$ cat src/rtl/hack_mem_pkg.sv
// Shared definitions for the generic memory primitives: default geometry and the
// clear-sequencer state encoding.
package hack_mem_pkg;

   localparam int DEFAULT_WIDTH      = 16;
   localparam int DEFAULT_ADDR_WIDTH = 3;

   typedef enum logic {
      ST_CLEAR = 1'b0,
      ST_READY = 1'b1
   } ram_state_t;

endpackage

$ cat src/rtl/ram_clear_seq.sv
// Post-reset clear sequencer: walks every address once writing zero, then raises ready.
//
// state    | meaning
// ST_CLEAR | sweeping, one word per posedge; user port ignored
// ST_READY | sweep done, user reads/writes honoured until next reset
module ram_clear_seq
   import hack_mem_pkg::*;
#(
   parameter int ADDR_WIDTH = DEFAULT_ADDR_WIDTH
) (
   input  logic                  clock,
   input  logic                  reset_n,
   output logic                  clear_we,
   output logic [ADDR_WIDTH-1:0] clear_addr,
   output logic                  ready
);

   localparam logic [ADDR_WIDTH-1:0] LAST_ADDR = '1;

   ram_state_t            state;
   logic [ADDR_WIDTH-1:0] clear_ptr;

   always_ff @(posedge clock or negedge reset_n) begin
      if (!reset_n) begin
         state     <= ST_CLEAR;
         clear_ptr <= '0;
         ready     <= 1'b0;
      end else if (state == ST_CLEAR) begin
         clear_ptr <= clear_ptr + ADDR_WIDTH'(1);
         // Terminal compare on the last word, so the sweep is exactly DEPTH edges long.
         if (clear_ptr == LAST_ADDR) begin
            state <= ST_READY;
            ready <= 1'b1;
         end
      end
   end

   assign clear_we   = (state == ST_CLEAR);
   assign clear_addr = clear_ptr;

endmodule

$ cat src/rtl/ram_bank.sv
// Word-addressed RAM with hardware clear sweep after reset. Define RAM_REGISTERED_OUT_EN
// for a registered (read-first, 1-cycle latency) read port; default is combinational read.
module ram_bank
   import hack_mem_pkg::*;
#(
   parameter int WIDTH      = DEFAULT_WIDTH,
   parameter int ADDR_WIDTH = DEFAULT_ADDR_WIDTH
) (
   input  logic                  clock,
   input  logic                  reset_n,
   input  logic [WIDTH-1:0]      in,
   input  logic                  load,
   input  logic [ADDR_WIDTH-1:0] address,
   output logic [WIDTH-1:0]      out,
   output logic                  ready
);

   localparam int DEPTH = 2 ** ADDR_WIDTH;

   logic [WIDTH-1:0]      mem [0:DEPTH-1];
   logic                  clear_we;
   logic [ADDR_WIDTH-1:0] clear_addr;
   logic                  wr_en;
   logic [ADDR_WIDTH-1:0] wr_addr;
   logic [WIDTH-1:0]      wr_data;

   ram_clear_seq #(.ADDR_WIDTH(ADDR_WIDTH)) u_clear_seq (
      .clock      (clock),
      .reset_n    (reset_n),
      .clear_we   (clear_we),
      .clear_addr (clear_addr),
      .ready      (ready)
   );

   // The sweep owns the write port until ready; user load is only honoured afterwards.
   assign wr_en   = clear_we | (ready & load);
   assign wr_addr = clear_we ? clear_addr : address;
   assign wr_data = clear_we ? '0 : in;

   always_ff @(posedge clock) begin
      if (wr_en) begin
         mem[wr_addr] <= wr_data;
      end
   end

`ifdef RAM_REGISTERED_OUT_EN
   always_ff @(posedge clock or negedge reset_n) begin
      if (!reset_n) begin
         out <= '0;
      end else if (ready) begin
         out <= mem[address];
      end else begin
         out <= '0;
      end
   end
`else
   assign out = ready ? mem[address] : '0;
`endif

endmodule

$ cat config.mk
export PLATFORM = sky130hd
export DESIGN_NAME = ram_bank
export DESIGN_NICKNAME = d
export VERILOG_FILES = /design/src/rtl/hack_mem_pkg.sv /design/src/rtl/ram_clear_seq.sv /design/src/rtl/ram_bank.sv
export SDC_FILE = /design/constraint.sdc
export NUM_CORES = 1
export LEC_CHECK = 0
export ABC_AREA = 1
export BUFFER_PORTS_ARGS = -buffer_cell sky130_fd_sc_hd__buf_2
export CORE_MARGIN = 8
export CORE_UTILIZATION = 50
export CTS_CLUSTER_DIAMETER = 120
export DETAILED_ROUTE_END_ITERATION = 8
export GPL_TIMING_DRIVEN = 0
export PLACE_DENSITY = 0.68
export SLEW_MARGIN = 30
export SYNTH_ARGS = -nofsm -noshare
export SYNTH_HDL_FRONTEND = slang
export SYNTH_SLANG_ARGS = --single-unit
$ cat constraint.sdc
create_clock -name clock -period 5.1 [get_ports clock]
set_clock_uncertainty 0.1 [all_clocks]
set_input_delay 0.51 -clock clock [delete_from_list [all_inputs] [get_ports clock]]
set_output_delay 0.51 -clock clock [all_outputs]
set_load 0.02 [all_outputs]
# Word-level counts from Yosys, hierarchy flattened
# Memory sizes are Yosys's and may differ from the RTL's.
# Cells that the tools add are included.
dict set report op_classes {
  addsub 1
  n_bitwise 3
  n_reduce_logical 1
  n_mux 7
  eq_ne 1
}
# operator count
set op_table {}
lappend op_table {{$mux W16} 2}
lappend op_table {{$mux W1} 4}
lappend op_table {{$add A3 B1 Y3 const B} 1}
lappend op_table {{$eq A3 B3 Y1 const B} 1}
lappend op_table {{$mux W3} 1}
lappend op_table {{$reduce_and A2 Y1} 1}
lappend op_table {{$and A1 B1 Y1} 1}
lappend op_table {{$not A1 Y1} 1}
lappend op_table {{$or A1 B1 Y1} 1}
dict set report totals {
  register_bits 5
  output_inout_bits 17
  inputBits 22
  mem_bits_rw 128
  n_memories 1
}
# memory depth width rd rd_clocked_by_memory_dff write_ports line_no
set memory_table {}
lappend memory_table {mem 8 16 1 0 1 ram_bank.sv:20} ;# logic [WIDTH-1:0] mem [0:DEPTH-1];

# Logic depth before layout (Yosys ltp)
# Gate-level depths: netlist of run 1.
dict set report depth {
  ltp_word 4
  depth_mapped 7
  ltp_nobuf 6
}

# By module
# A second synthesis of run 1 with hierarchy kept.
dict set report unflattened {
  cells_unflattened 638
  hier_area_um2 6072.1
}
# module area_per_inst_um2 seq_area_each_um2 n_inst cells_each
set by_module_without_submodules {}
lappend by_module_without_submodules {ram_bank 5863.1 3843.7 1 616}
lappend by_module_without_submodules {ram_clear_seq 209.0 125.1 1 22}

# Worst setup path after synthesis of run 1
# No wires, ideal clock.
dict set report synth_timing {
  path_kind {input to register}
  startpoint {in address[2]}
  endpoint {mem mem[0][0] (netlist name) (enable)}
  path_slack_ns 2.884
  setup_ns 0.388
  arrival_time_ns 1.728
  t_required_ns 4.612
  n_path_buf 1
  stages 5
  cell_sequence {clkbuf_1 > or2_0 > o21ai_2 > nand2_1 > nor2_1}
}
dict set report synth_via {
  elab_chain_len 1
}
# item line_no
set synth_rtl {}
lappend synth_rtl {{start: declaration} ram_bank.sv:13} ;# input logic [ADDR_WIDTH-1:0] address,
lappend synth_rtl {{$mux W3} ram_bank.sv:37} ;# assign wr_addr = clear_we ? clear_addr : address;
lappend synth_rtl {{end: declaration} ram_bank.sv:20}
# Every way passes these cells.

# Worst setup path after layout of run 1
dict set report layout_timing {
  startpoint {reg u_clear_seq.ready}
  endpoint {out out[5]}
}
dict set report layout_via {
  elab_chain_len 1
}
# item line_no
set layout_rtl {}
lappend layout_rtl {{start: declaration} ram_clear_seq.sv:15} ;# output logic ready
lappend layout_rtl {{start signal: assignment} ram_clear_seq.sv:27} ;# ready <= 1'b0;
lappend layout_rtl {{start signal: assignment} ram_clear_seq.sv:33} ;# ready <= 1'b1;
lappend layout_rtl {{$mux W16} ram_bank.sv:57} ;# assign out = ready ? mem[address] : '0;
lappend layout_rtl {{end: declaration} ram_bank.sv:14} ;# output logic [WIDTH-1:0] out,
# Every way passes these cells.

==> out/summary.json, run 1 <==
{
  "pwr": {
    "power.ir.vdd_worst_mv": 0.2174,
    "comb_power_share_pct": 6.9,
    "p_per_area_mw_per_mm2": 370.5,
    "netSwitchingFraction_pct": 21.45,
    "p_seq_share_pct": 46.1,
    "p_leak_nw": 3.401,
    "cell_internal_pwr_mw": 2.066,
    "pwr-share-clk_pct": 47.0,
    "power_switching_mw": 0.5640
  },
  "clock_network": {
    "clk-insertion-delay-late_ns": 0.42,
    "cts.repair_timing.setup_buffer_count": 0,
    "cts_resized": 0,
    "cts-root-buf": "sky130_fd_sc_hd__clkbuf_16",
    "clock_path_buffers": 2,
    "cts-hold-fix-buffers": 1,
    "cts.htree.levels": 4,
    "cts_inserted_buffers": 17,
    "cts_tree": "built",
    "clk_transition_reported_paths_ns": 0.05,
    "cts.sink_count": 133
  },
  "synthesis": {
    "synth_cell_types": 20,
    "ys_warn_count": 0,
    "postSynthRegisterBits": 133,
    "avgSynthCellArea_um2": 9.551,
    "syn_std_cell_area_mm2": 0.006046,
    "netlist_top_cells_area": "sky130_fd_sc_hd__edfxtp_1, sky130_fd_sc_hd__nand2_1, sky130_fd_sc_hd__inv_1, sky130_fd_sc_hd__nand3_1, sky130_fd_sc_hd__nor2_1",
    "post-synth-top-area-cell": "sky130_fd_sc_hd__edfxtp_1",
    "synth.yosys.seq_area_share_pct": 65.65,
    "syn-num-nets": 657,
    "synth_largest_type_area_fraction_pct": 63.58,
    "synth_cells": 633
  },
  "floorplanning": {
    "initial_cell_density_of_the_core_pct": 50.76,
    "design.core.area_mm2": 0.01191,
    "floorplan.die.width_um": 126.0,
    "rows": 40,
    "die_height_um": 126.0,
    "fp.dieArea_mm2": 0.01587,
    "floorplan.io_pins": 39
  },
  "cells_and_area": {
    "postLayoutCellArea_mm2": 0.007098,
    "n_antenna_cell": 0,
    "drive_above_1_share_pct": 14.61,
    "nFillCells": 936,
    "layout-area-overhead-vs-synth_pct": 17.40,
    "final_net_count": 717
  },
  "placed_design": {
    "gpl.final_weighted_congestion": 0.7748,
    "port_buffers": 36,
    "dpl_cell_area_mm2": 0.006495,
    "post-place-ws_ns": 2.661,
    "dp_hpwl_mm": 9.221
  },
  "min_path": {
    "min-delay-path-class": "in -> async"
  },
  "worst_setup_path": {
    "worst-path-max-fanout": 10,
    "classification_of_the_worst_setup_path": "reg -> out",
    "end_kind": "primary output",
    "cp_data_required_time_ns": 4.49,
    "start_kind": "flop",
    "critical_path_arrival_ns": 1.94
  },
  "timing": {
    "setup_repair_after_global_routing_missed_its_margin": "false",
    "worstMarginPinSlew_ns": 0.7954,
    "layout_min_cycle_time_ns": 2.553,
    "max_slew_headroom_pct": 46.97,
    "slew_viol_final": 0,
    "layout_worst_path_cycle_share_pct": 50.07,
    "fin_setup_tns_ns": 0,
    "total_of_endpoints_with_negative_setup_slack_in_the_final_report": 0,
    "postLayoutSetupSlackWorst_ns": 2.547,
    "clock.fmax_mhz": 391.6,
    "final-hold-violation-count": 0
  },
  "drt": {
    "drt-initial-drc-count": 403,
    "drt.antenna.violating_nets": 0,
    "wl_mm": 14.53,
    "firstDrtPassIters": 5,
    "avgRoutedWirePerCell_um": 17.05,
    "route.vias.total": 4379,
    "remaining_drc_errors": 0,
    "drt_via_density": 5.140
  },
  "grt": {
    "antenna_found_initial": 0,
    "grt_start_max_net_pins": 17,
    "grt_pass1_wl_mm": 22.25,
    "vias_in_the_first_global_route": 4312,
    "grt.overflow.total": 0,
    "groute.usage.overall_pct": 18.90
  },
  "run_status": {
    "status": "completed"
  },
  "flow_run": {
    "max_cap_viol_count": 0
  }
}
metrics by stage:
step / std cells / total power [mW] / hold slack (ns) / utilization, %
5_1_grt: 852 / 2.703 / 0.3138 / 59.59
6_report: 852 / 2.630 / 0.3150 / 59.59
4_1_cts: 852 / 2.636 / 0.3069 / 59.59
3_3_place_gp: 816 / 1.403 / 0.2251 / 53.81
2_1_floorplan: 633 / 1.346 / 0.1144 / -
3_5_place_dp: 820 / 1.414 / 0.2273 / 54.53
worst max-delay path, cell delays in order, from the launching register on:
cell	delay (ns)
sky130_fd_sc_hd__dfrtp_1	0.33
sky130_fd_sc_hd__buf_2	0.23
sky130_fd_sc_hd__buf_1	0.51
sky130_fd_sc_hd__nand2_1	0.16
sky130_fd_sc_hd__nor2_1	0.11
sky130_fd_sc_hd__buf_2	0.17
final cells by class:
| cell class | instances | area, µm² | area share (%) |
|---|---|---|---|
| sequential | 133 | 3969 | 55.91 |
| multi-input combinational | 322 | 1388 | 19.55 |
| timing repair buffer | 41 | 235.2 | 3.314 |
| clock inverter | 13 | 163.9 | 2.309 |
| buffer | 29 | 170.2 | 2.397 |
| inverter | 149 | 559.3 | 7.879 |
| tap | 147 | 183.9 | 2.591 |
| clock buffer | 18 | 429.2 | 6.046 |
synth_stat cells:
library cell and number:
sky130_fd_sc_hd__nor2_1 43, sky130_fd_sc_hd__o21ai_1 1, sky130_fd_sc_hd__clkbuf_1 4, sky130_fd_sc_hd__buf_1 2
sky130_fd_sc_hd__o21ai_2 1, sky130_fd_sc_hd__or2_2 1, sky130_fd_sc_hd__nand3_1 80, sky130_fd_sc_hd__a21o_1 1
sky130_fd_sc_hd__inv_1 146, sky130_fd_sc_hd__or2_0 1, sky130_fd_sc_hd__buf_4 3, sky130_fd_sc_hd__o21ai_0 1
sky130_fd_sc_hd__xnor2_1 1, sky130_fd_sc_hd__nand2_1 190, sky130_fd_sc_hd__buf_6 4, sky130_fd_sc_hd__edfxtp_1 128
sky130_fd_sc_hd__inv_2 3, sky130_fd_sc_hd__dfrtp_1 5, sky130_fd_sc_hd__buf_2 16, sky130_fd_sc_hd__ha_1 2
final timing paths:
| kind | from | end | slack (ns) | cells after the start |
|---|---|---|---|---|
| worst max-delay path | u_clear_seq.ready | out[5] | 2.55 | 5 |
| worst min-delay path | reset_n | u_clear_seq.clear_addr[2] | 0.32 | 2 |
| worst max register to register | u_clear_seq.state | mem[7][13] | 2.89 | 7 |
| worst min register to register | u_clear_seq.clear_addr[0] | u_clear_seq.clear_addr[0] | 0.40 | 1 |
| max in group asynchronous | reset_n | u_clear_seq.state | 4.46 | 2 |
| min in group clock | in[14] | mem[1][14] | 0.38 | 3 |
placed cells by master (no fill, tap or decap), types with 2 or more instances in the layout:
cell type,count
sky130_fd_sc_hd__buf_1,2
sky130_fd_sc_hd__buf_2,52
sky130_fd_sc_hd__buf_4,3
sky130_fd_sc_hd__buf_6,8
sky130_fd_sc_hd__bufinv_16,4
sky130_fd_sc_hd__clkbuf_1,5
sky130_fd_sc_hd__clkbuf_16,17
sky130_fd_sc_hd__clkinv_1,3
sky130_fd_sc_hd__clkinv_2,5
sky130_fd_sc_hd__dfrtp_1,5
sky130_fd_sc_hd__edfxtp_1,128
sky130_fd_sc_hd__ha_1,2
sky130_fd_sc_hd__inv_1,146
sky130_fd_sc_hd__inv_2,3
sky130_fd_sc_hd__nand2_1,190
sky130_fd_sc_hd__nand3_1,80
sky130_fd_sc_hd__nor2_1,35
sky130_fd_sc_hd__nor2_2,4
sky130_fd_sc_hd__nor2_4,4
sequential cells by signal (all words and copies together) (netlist names):
name and cells:
mem 128, u_clear_seq.clear_addr 3, u_clear_seq.ready 1, u_clear_seq.state 1
power groups by stage:
| stage | clock, mW | combinational [mW] | sequential, mW |
|---|---|---|---|
| 3_5_place_dp | 0 | 0.179 | 1.23 |
| 4_1_cts | 1.24 | 0.181 | 1.21 |
| 3_3_place_gp | 0 | 0.169 | 1.23 |
| 6_report | 1.24 | 0.182 | 1.21 |
| 5_1_grt | 1.29 | 0.198 | 1.21 |
| 2_1_floorplan | 0 | 0.111 | 1.23 |
layer usage:
| layer | up-vias | GRT usage, % | part of all wire [%] |
|---|---|---|---|
| met3 | 33 | 5.190 | 7.3 |
| met2 | 174 | 31.62 | 49 |
| li1 | 2082 | - | - |
| met4 | 0 | 9.271 | 2.5 |
| met5 | - | 0 | 0 |
| met1 | 2090 | 22.04 | 41 |
cell families after synthesis:
group / share of synthesized area [%]
AND/OR/NAND/NOR: 21.30
buffers and inverters: 12.07
flip-flops: 65.65
AO/OA/AOI/OAI: 0.4345
adder cells (fa/ha/maj): 0.4138
XOR/XNOR: 0.1449
Note: power is estimated with default switching activity, not from simulation.
==> run 2: changes to the inputs <==
Settings changed: PLACE_DENSITY 0.68 to 0.7.
Clock period 5.1 ns to 2.3 ns, I/O delays scaled along.
==> run 2 against run 1 <==
Net effect: non-clock buffer count fell by 1; cell count fell by 0.12%; register-to-register slack got worse by 2.7 ns; final area rose by 0.32%; clock-buffer cell count fell by 1; via count fell by 2.7%; worst setup slack got worse by 2.4 ns; utilization rose by 0.19 points; critical path depth fell by 1; critical path type is now reg -> reg; critical endpoint is now mem[0][13]; largest power group unchanged; highest routed layer unchanged.
==> out/summary.json, run 2 (synthesized netlist as in run 1, its figures left out) <==
{
  "timing": {
    "layout_worst_path_cycle_share_pct": 92.20,
    "layout_min_cycle_time_ns": 2.121,
    "max_slew_headroom": {"value": 52.40, "unit": "%", "change": "+5.4 points"},
    "final-hold-violation-count": {"value": 0, "change": "unchanged"},
    "slew_viol_final": {"value": 0, "change": "unchanged"},
    "worstMarginPinSlew": {"value": 0.7140, "unit": "ns", "change": "-0.08140 ns"},
    "total_of_endpoints_with_negative_setup_slack_in_the_final_report": {"value": 0, "change": "unchanged"},
    "setup_repair_after_global_routing_missed_its_margin": "false",
    "clock.fmax_mhz": 471.6,
    "postLayoutSetupSlackWorst": {"value": 0.1794, "unit": "ns", "change": "-2.367 ns"}
  },
  "cells_and_area": {
    "layout_commonest_cell": "sky130_fd_sc_hd__nand2_1",
    "final_cell_mix": "sky130_fd_sc_hd__nand2_1, sky130_fd_sc_hd__inv_1, sky130_fd_sc_hd__edfxtp_1",
    "n_antenna_cell": {"value": 0, "change": "unchanged"},
    "largest_register_ffs": {"value": 128, "change": "unchanged"},
    "final-instance-count-excl-fill": {"value": 851, "change": "-0.12%"},
    "largest-register": "mem",
    "postLayoutCellArea": {"value": 0.007121, "unit": "mm²", "change": "+0.32%"},
    "drive_above_1_share": {"value": 14.77, "unit": "%", "change": "+0.16 points"},
    "layout-area-overhead-vs-synth_pct": 17.78,
    "final_net_count": {"value": 716, "change": "-0.14%"}
  },
  "floorplanning": {
    "initial_cell_density_of_the_core": {"value": 50.76, "unit": "%", "change": "unchanged"},
    "rows": {"value": 40, "change": "unchanged"},
    "floorplan.die.width": {"value": 126.0, "unit": "µm", "change": "unchanged"},
    "floorplan.io_pins": {"value": 39, "change": "unchanged"},
    "fp.dieArea": {"value": 0.01587, "unit": "mm²", "change": "unchanged"},
    "die_height": {"value": 126.0, "unit": "µm", "change": "unchanged"},
    "design.core.area": {"value": 0.01191, "unit": "mm²", "change": "unchanged"}
  },
  "clock_network": {
    "clock_path_buffers": {"value": 2, "change": "unchanged"},
    "clk_transition_reported_paths": {"value": 0.06, "unit": "ns", "change": "about the same"},
    "cts.repair_timing.setup_buffer_count": {"value": 0, "change": "unchanged"},
    "cts_tree": "built",
    "clk-insertion-delay-late": {"value": 0.41, "unit": "ns", "change": "about the same"},
    "cts_inserted_buffers": {"value": 17, "change": "unchanged"},
    "cts-root-buf": "sky130_fd_sc_hd__clkbuf_16",
    "cts.sink_count": {"value": 133, "change": "unchanged"},
    "cts.htree.levels": {"value": 4, "change": "unchanged"}
  },
  "worst_setup_path": {
    "path_buf_inv": {"value": 1, "change": "-2"},
    "cpPeakStageDelay": {"value": 0.55, "unit": "ns", "change": "+0.04 ns"},
    "path_delay_family": "simple AND/OR/NAND/NOR gates",
    "startpoint": "u_clear_seq.state",
    "end_kind": "flop",
    "start_kind": "flop",
    "reg2reg_from": "u_clear_seq.state",
    "worst-path-max-fanout": {"value": 16, "change": "+6"},
    "cpMaxStageDelayCell": "sky130_fd_sc_hd__nor2_4",
    "cp_data_required_time": {"value": 2.24, "unit": "ns", "change": "-2.25 ns"},
    "critical_path_arrival": {"value": 2.06, "unit": "ns", "change": "+0.12 ns"},
    "critical_path_cell_by_cell": "buf_4 > o21ai_0 > nand2_1 > nor2_4",
    "classification_of_the_worst_setup_path": "reg -> reg"
  },
  "drt": {
    "drt.antenna.violating_nets": {"value": 0, "change": "unchanged"},
    "avgRoutedWirePerCell": {"value": 17.11, "unit": "µm", "change": "+0.31%"},
    "drt_via_density": {"value": 5.005, "change": "-2.6%"},
    "wl": {"value": 14.56, "unit": "mm", "change": "+0.19%"},
    "firstDrtPassIters": {"value": 8, "change": "+3"},
    "remaining_drc_errors": {"value": 0, "change": "unchanged"},
    "route.vias.total": {"value": 4259, "change": "-2.7%"},
    "drt-initial-drc-count": {"value": 360, "change": "-11%"}
  },
  "grt": {
    "groute.usage.overall": {"value": 19.29, "unit": "%", "change": "+0.39 points"},
    "antenna_found_initial": {"value": 0, "change": "unchanged"},
    "grt_start_max_net_pins": {"value": 17, "change": "unchanged"},
    "grt.overflow.total": {"value": 0, "change": "unchanged"},
    "vias_in_the_first_global_route": {"value": 4541, "change": "+5.3%"},
    "grt_pass1_wl": {"value": 23.26, "unit": "mm", "change": "+4.6%"}
  },
  "pwr": {
    "p_leak": {"value": 3.386, "unit": "nW", "change": "-0.45%"},
    "power.ir.vdd_worst": {"value": 0.4881, "unit": "mV", "change": "+120%"},
    "post-layout-total-power": {"value": 5.882, "unit": "mW", "change": "+120%"},
    "p_per_area": {"value": 826.1, "unit": "mW/mm²", "change": "+120%"}
  },
  "run_status": {
    "status": "completed"
  },
  "placed_design": {
    "dp_hpwl": {"value": 9.278, "unit": "mm", "change": "+0.62%"},
    "post-place-ws": {"value": 0.1287, "unit": "ns", "change": "-2.532 ns"},
    "dpl_cell_area": {"value": 0.006492, "unit": "mm²", "change": "about the same"},
    "placedCellCount": {"value": 819, "change": "-0.12%"},
    "port_buffers": {"value": 36, "change": "unchanged"},
    "gpl.final_weighted_congestion": {"value": 0.7869, "change": "+1.6%"}
  },
  "min_path": {
    "min-delay-path-class": "in -> async"
  },
  "flow_run": {
    "max_cap_viol_count": {"value": 0, "change": "unchanged"}
  }
}
[run 2: changes by cell type in the layout (fill, tap and decap cells not counted)]
cell                         delta
sky130_fd_sc_hd__nor2_4         +2
sky130_fd_sc_hd__buf_8          +1
sky130_fd_sc_hd__clkinv_4       +2
sky130_fd_sc_hd__clkinv_2       -5
sky130_fd_sc_hd__clkinvlp_4     +4
sky130_fd_sc_hd__nor2_2         -2
sky130_fd_sc_hd__buf_6          -2
sky130_fd_sc_hd__clkbuf_1       -1
sky130_fd_sc_hd__buf_1          -1
sky130_fd_sc_hd__buf_2          +1
[run 2: final cells by class]
type | instances | area, µm²
clock inverters | 14 | 186.4
inverters | 149 | 559.3
repair buffers | 40 | 227.7
well taps | 147 | 183.9
fillers | 978 | 4791
clock buffers | 17 | 425.4
plain buffers | 29 | 171.4
flip-flops and latches | 133 | 3969
multi-input cells | 322 | 1398
[run 2: worst paths after layout]
kind                       slack, ns                         to  depth (start not counted)
max                             0.18                 mem[0][13]                          4
min                             0.05  u_clear_seq.clear_addr[1]                          2
max reg2reg                     0.18                 mem[0][13]                          4
min reg2reg                     0.41  u_clear_seq.clear_addr[0]                          1
max in group asynchronous       1.92          u_clear_seq.ready                          2
min in group clock              0.15                  mem[2][8]                          3
[run 2: routing by layer]
| metal | global-route usage, % | routed length (µm) | vias to the layer above |
|---|---|---|---|
| met3 | 4.388 | 974 | 31 |
| met2 | 32.82 | 7332 | 160 |
| met1 | 22.74 | 5903 | 1993 |
| met4 | 9.130 | 348 | 0 |
| li1 | - | - | 2075 |
| met5 | 0 | 0 | - |
[run 2: power by group]
part,leakage (nW),internal [mW],switching (mW)
clock network,0.280,1.80,0.996
registers,1.22,2.68,0.00375
logic,1.88,0.117,0.286
total,3.39,4.60,1.29
[run 2: stage by stage]
| stage | TNS, ns | utilization (%) | hold slack [ns] |
|---|---|---|---|
| floorplan | 0 | - | -0.1656 |
| global placement | -47.01 | 53.81 | -0.05436 |
| detailed placement | 0 | 54.51 | -0.05289 |
| CTS | 0 | 59.74 | 0.04025 |
| global route | 0 | 59.78 | 0.05776 |
| finish | 0 | 59.78 | 0.05235 |
[run 2: repair_timing]
| action | CTS | global route |
|---|---|---|
| gates resized for setup | 1 | 1 |
| endpoints found under the setup margin | 1 | 1 |
| endpoints found under the hold margin | 5 | 0 |
| hold buffers | 1 | 0 |
==> run 3: changes to the inputs <==
Settings changed: SYNTH_HIERARCHICAL set to 1.
==> run 3 against run 2 <==
Net effect: highest routed layer unchanged; sequential power about the same; synthesized cell count up 0.79%; cell count up 1.5%; largest power group is now sequential cells; worst setup slack worse by 0.074 ns; critical endpoint is now mem[4][5].
==> out/summary.json, run 3 <==
{
  "run_status": {
    "status": "completed"
  },
  "cells_and_area": {
    "layout_commonest_cell": "sky130_fd_sc_hd__nand2_1",
    "final_cell_mix": "sky130_fd_sc_hd__nand2_1, sky130_fd_sc_hd__inv_1, sky130_fd_sc_hd__edfxtp_1",
    "largest-register": "mem",
    "final_net_count": {"value": 729, "change": "+1.8%"},
    "layout-area-overhead-vs-synth_pct": 18.42,
    "n_antenna_cell": {"value": 0, "change": "unchanged"},
    "postLayoutCellArea": {"value": 0.007191, "unit": "mm²", "change": "+0.98%"},
    "drive_above_1_share": {"value": 15.20, "unit": "%", "change": "+0.43 points"},
    "largest_register_ffs": {"value": 128, "change": "unchanged"},
    "final_core_utilization": {"value": 60.37, "unit": "%", "change": "+0.59 points"}
  },
  "synthesis": {
    "avgSynthCellArea": {"value": 9.517, "unit": "µm²", "change": "-0.35%"},
    "netlist_top_cells_area": "sky130_fd_sc_hd__edfxtp_1, sky130_fd_sc_hd__nand2_1, sky130_fd_sc_hd__inv_1, sky130_fd_sc_hd__nand3_1, sky130_fd_sc_hd__nor2_1",
    "synth.yosys.seq_area_share": {"value": 65.36, "unit": "%", "change": "-0.28 points"},
    "synth_cells": {"value": 638, "change": "+0.79%"},
    "syn-num-nets": {"value": 662, "change": "+0.76%"},
    "synth_edf_count": {"value": 128, "change": "unchanged"},
    "post_synth_top_flop": "sky130_fd_sc_hd__edfxtp_1",
    "postSynthRegisterBits": {"value": 133, "change": "unchanged"},
    "post-synth-top-area-cell": "sky130_fd_sc_hd__edfxtp_1",
    "synth_async_sr_flop_share": {"value": 3.759, "unit": "%", "change": "unchanged"},
    "syn_std_cell_area": {"value": 0.006072, "unit": "mm²", "change": "+0.43%"},
    "ys_warn_count": {"value": 6, "change": "+6"},
    "synth_largest_type_area_fraction": {"value": 63.30, "unit": "%", "change": "-0.28 points"},
    "synth.top_cells.by_count": "sky130_fd_sc_hd__nand2_1, sky130_fd_sc_hd__inv_1, sky130_fd_sc_hd__edfxtp_1",
    "synth_cell_types": {"value": 17, "change": "-15%"},
    "dominant_cell_by_count_in_the_synthesized_netlist": "sky130_fd_sc_hd__nand2_1"
  },
  "floorplanning": {
    "floorplan.die.width": {"value": 126.2, "unit": "µm", "change": "+0.19%"},
    "initial_cell_density_of_the_core": {"value": 50.98, "unit": "%", "change": "+0.22 points"},
    "rows": {"value": 40, "change": "unchanged"},
    "die_height": {"value": 126.2, "unit": "µm", "change": "+0.19%"},
    "fp.dieArea": {"value": 0.01593, "unit": "mm²", "change": "+0.38%"},
    "floorplan.io_pins": {"value": 39, "change": "unchanged"},
    "design.core.area": {"value": 0.01191, "unit": "mm²", "change": "unchanged"}
  },
  "worst_setup_path": {
    "worst_r2r_path_depth": {"value": 6, "change": "+2"},
    "reg2reg_from": "u_clear_seq/state",
    "cp_data_required_time": {"value": 2.24, "unit": "ns", "change": "about the same"},
    "classification_of_the_worst_setup_path": "reg -> reg",
    "start_kind": "flop",
    "worst-path-max-fanout": {"value": 16, "change": "unchanged"},
    "end_kind": "flop",
    "startpoint": "u_clear_seq/state",
    "critical_path_arrival": {"value": 2.14, "unit": "ns", "change": "+0.08 ns"}
  },
  "grt": {
    "grt_pass1_wl": {"value": 22.22, "unit": "mm", "change": "-4.5%"},
    "groute.usage.overall": {"value": 18.62, "unit": "%", "change": "-0.67 points"},
    "vias_in_the_first_global_route": {"value": 4195, "change": "-7.6%"},
    "antenna_found_initial": {"value": 0, "change": "unchanged"},
    "grt_start_max_net_pins": {"value": 17, "change": "unchanged"},
    "grt.overflow.total": {"value": 0, "change": "unchanged"}
  },
  "pwr": {
    "netSwitchingFraction": {"value": 22.57, "unit": "%", "change": "+0.70 points"},
    "p_leak": {"value": 3.400, "unit": "nW", "change": "+0.40%"},
    "p_per_area": {"value": 766.3, "unit": "mW/mm²", "change": "-7.2%"},
    "p_seq_share": {"value": 48.8, "unit": "%", "change": "+3.1 points"},
    "pwr-share-clk": {"value": 43.6, "unit": "%", "change": "-3.9 points"},
    "power_switching": {"value": 1.243, "unit": "mW", "change": "-3.3%"},
    "comb_power_share": {"value": 7.6, "unit": "%", "change": "+0.7 points"},
    "power.ir.vdd_worst": {"value": 0.7380, "unit": "mV", "change": "+51%"},
    "cell_internal_pwr": {"value": 4.267, "unit": "mW", "change": "-7.2%"}
  },
  "clock_network": {
    "cts_inserted_buffers": {"value": 17, "change": "unchanged"},
    "clk-insertion-delay-late": {"value": 0.41, "unit": "ns", "change": "about the same"},
    "cts_tree": "built",
    "cts.htree.levels": {"value": 4, "change": "unchanged"},
    "cts-root-buf": "sky130_fd_sc_hd__clkbuf_16",
    "cts.sink_count": {"value": 133, "change": "unchanged"},
    "clk_transition_reported_paths": {"value": 0.06, "unit": "ns", "change": "about the same"},
    "clock_path_buffers": {"value": 2, "change": "unchanged"}
  },
  "drt": {
    "top_layer_used": "met4",
    "met2_length": {"value": 7.097, "unit": "mm", "change": "-3.2%"},
    "drt-initial-drc-count": {"value": 408, "change": "+13%"},
    "firstDrtPassIters": {"value": 5, "change": "-3"},
    "route.vias.total": {"value": 4330, "change": "+1.7%"},
    "drt_via_density": {"value": 5.012, "change": "+0.14%"},
    "remaining_drc_errors": {"value": 0, "change": "unchanged"},
    "wirelength_met1": {"value": 5.754, "unit": "mm", "change": "-2.5%"},
    "avgRoutedWirePerCell": {"value": 16.55, "unit": "µm", "change": "-3.3%"},
    "wl_met3": {"value": 1.146, "unit": "mm", "change": "+18%"},
    "drt.antenna.violating_nets": {"value": 0, "change": "unchanged"},
    "wl": {"value": 14.30, "unit": "mm", "change": "-1.8%"}
  },
  "timing": {
    "max_slew_headroom": {"value": 56.84, "unit": "%", "change": "+4.4 points"},
    "slew_viol_final": {"value": 0, "change": "unchanged"},
    "layout_worst_path_cycle_share": {"value": 95.44, "unit": "%", "change": "+3.2 points"},
    "clock.fmax": {"value": 455.6, "unit": "MHz", "change": "-3.4%"},
    "total_of_endpoints_with_negative_setup_slack_in_the_final_report": {"value": 0, "change": "unchanged"},
    "final-hold-violation-count": {"value": 0, "change": "unchanged"},
    "layout_min_cycle_time": {"value": 2.195, "unit": "ns", "change": "+0.07444 ns"},
    "worstMarginPinSlew": {"value": 0.6459, "unit": "ns", "change": "-0.06814 ns"},
    "setup_repair_after_global_routing_missed_its_margin": "true"
  },
  "min_path": {
    "min-delay-path-class": "in -> async"
  },
  "placed_design": {
    "dp_hpwl": {"value": 8.812, "unit": "mm", "change": "-5.0%"},
    "gpl.final_weighted_congestion": {"value": 0.7876, "change": "about the same"},
    "dpl_cell_area": {"value": 0.006516, "unit": "mm²", "change": "+0.37%"},
    "port_buffers": {"value": 36, "change": "unchanged"}
  },
  "flow_run": {
    "max_cap_viol_count": {"value": 0, "change": "unchanged"}
  }
}
-- run 3: changes by cell type in the layout (fill, tap and decap cells not counted), moves of 3 or more --
| cell | delta |
|---|---|
| sky130_fd_sc_hd__buf_12 | +5 |
| sky130_fd_sc_hd__buf_6 | -3 |
| sky130_fd_sc_hd__bufinv_16 | -3 |
| sky130_fd_sc_hd__clkinv_2 | +3 |
| sky130_fd_sc_hd__buf_4 | +10 |
| sky130_fd_sc_hd__nand2_1 | -11 |
| sky130_fd_sc_hd__clkbuf_1 | +3 |
| sky130_fd_sc_hd__buf_2 | -6 |
| sky130_fd_sc_hd__nor2_1 | +13 |
-- run 3: kinds of logic after synthesis --
group	share of synthesized area, %
compound gates	0.4532
simple gates	21.43
fa+ha+maj	0.4121
buf+inv	12.34
flops	65.36
-- run 3: through the flow --
stage | hold WS [ns] | TNS, ns | setup WS [ns] | power, mW | std cells
after floorplan | -0.1656 | 0 | 0.1312 | 2.986 | 638
after global placement | -0.05484 | -70.62 | -0.6409 | 3.112 | 821
after detailed placement | -0.04775 | -2.316 | -0.07162 | 3.133 | 823
after CTS | 0.04021 | 0 | 0.05106 | 5.498 | 860
after global routing | 0.06880 | -0.0001785 | -0.0001785 | 5.666 | 864
final | 0.04985 | 0 | 0.1050 | 5.510 | 864
-- run 3: area by class of cell --
cell class	instances	area, µm²
tap	147	183.9
clock inverter	12	90.09
inverter	152	570.5
multi-input combinational	324	1414
buffer	29	180.2
timing repair buffer	48	350.3
clock buffer	19	432.9
sequential	133	3969
fill	939	4721
-- run 3: worst paths after layout --
kind	endpoint	slack, ns
max	mem[4][5]	0.10
min	u_clear_seq/clear_addr[0]	0.05
max reg2reg	mem[4][5]	0.10
min reg2reg	u_clear_seq/ready	0.41
max in group asynchronous	u_clear_seq/state	1.92
min in group clock	mem[3][1]	0.13
-- run 3: power groups by stage --
| stage | Sequential [mW] | Clock, mW | Combinational, mW |
|---|---|---|---|
| after floorplan | 2.74 | 0 | 0.249 |
| after CTS | 2.69 | 2.40 | 0.408 |
| after global placement | 2.74 | 0 | 0.373 |
| final | 2.69 | 2.40 | 0.419 |
| after global routing | 2.69 | 2.52 | 0.456 |
| after detailed placement | 2.74 | 0 | 0.395 |
-- run 3: worst max-delay path: stages, from the launching register on --
cell and delay [ns]:
sky130_fd_sc_hd__dfrtp_1 0.42, sky130_fd_sc_hd__inv_2 0.15, sky130_fd_sc_hd__inv_2 0.05, sky130_fd_sc_hd__or2_1 0.20
sky130_fd_sc_hd__o21ai_0 0.14, sky130_fd_sc_hd__nand2_1 0.21, sky130_fd_sc_hd__nor2_4 0.54
-- run 3: repair_timing --
action,4_1_cts,5_1_grt
hold buffers,1,0
resized for setup,2,1
endpoints found under the hold margin,5,0
setup endpoints to repair,63,38
pin swaps,1,2
buffers inserted,5,4
-- run 3: layer usage --
layer,track usage [%],vias up
met5,0,-
met4,8.563,0
met3,4.557,31
met2,31.52,218
met1,21.97,1977
li1,-,2104
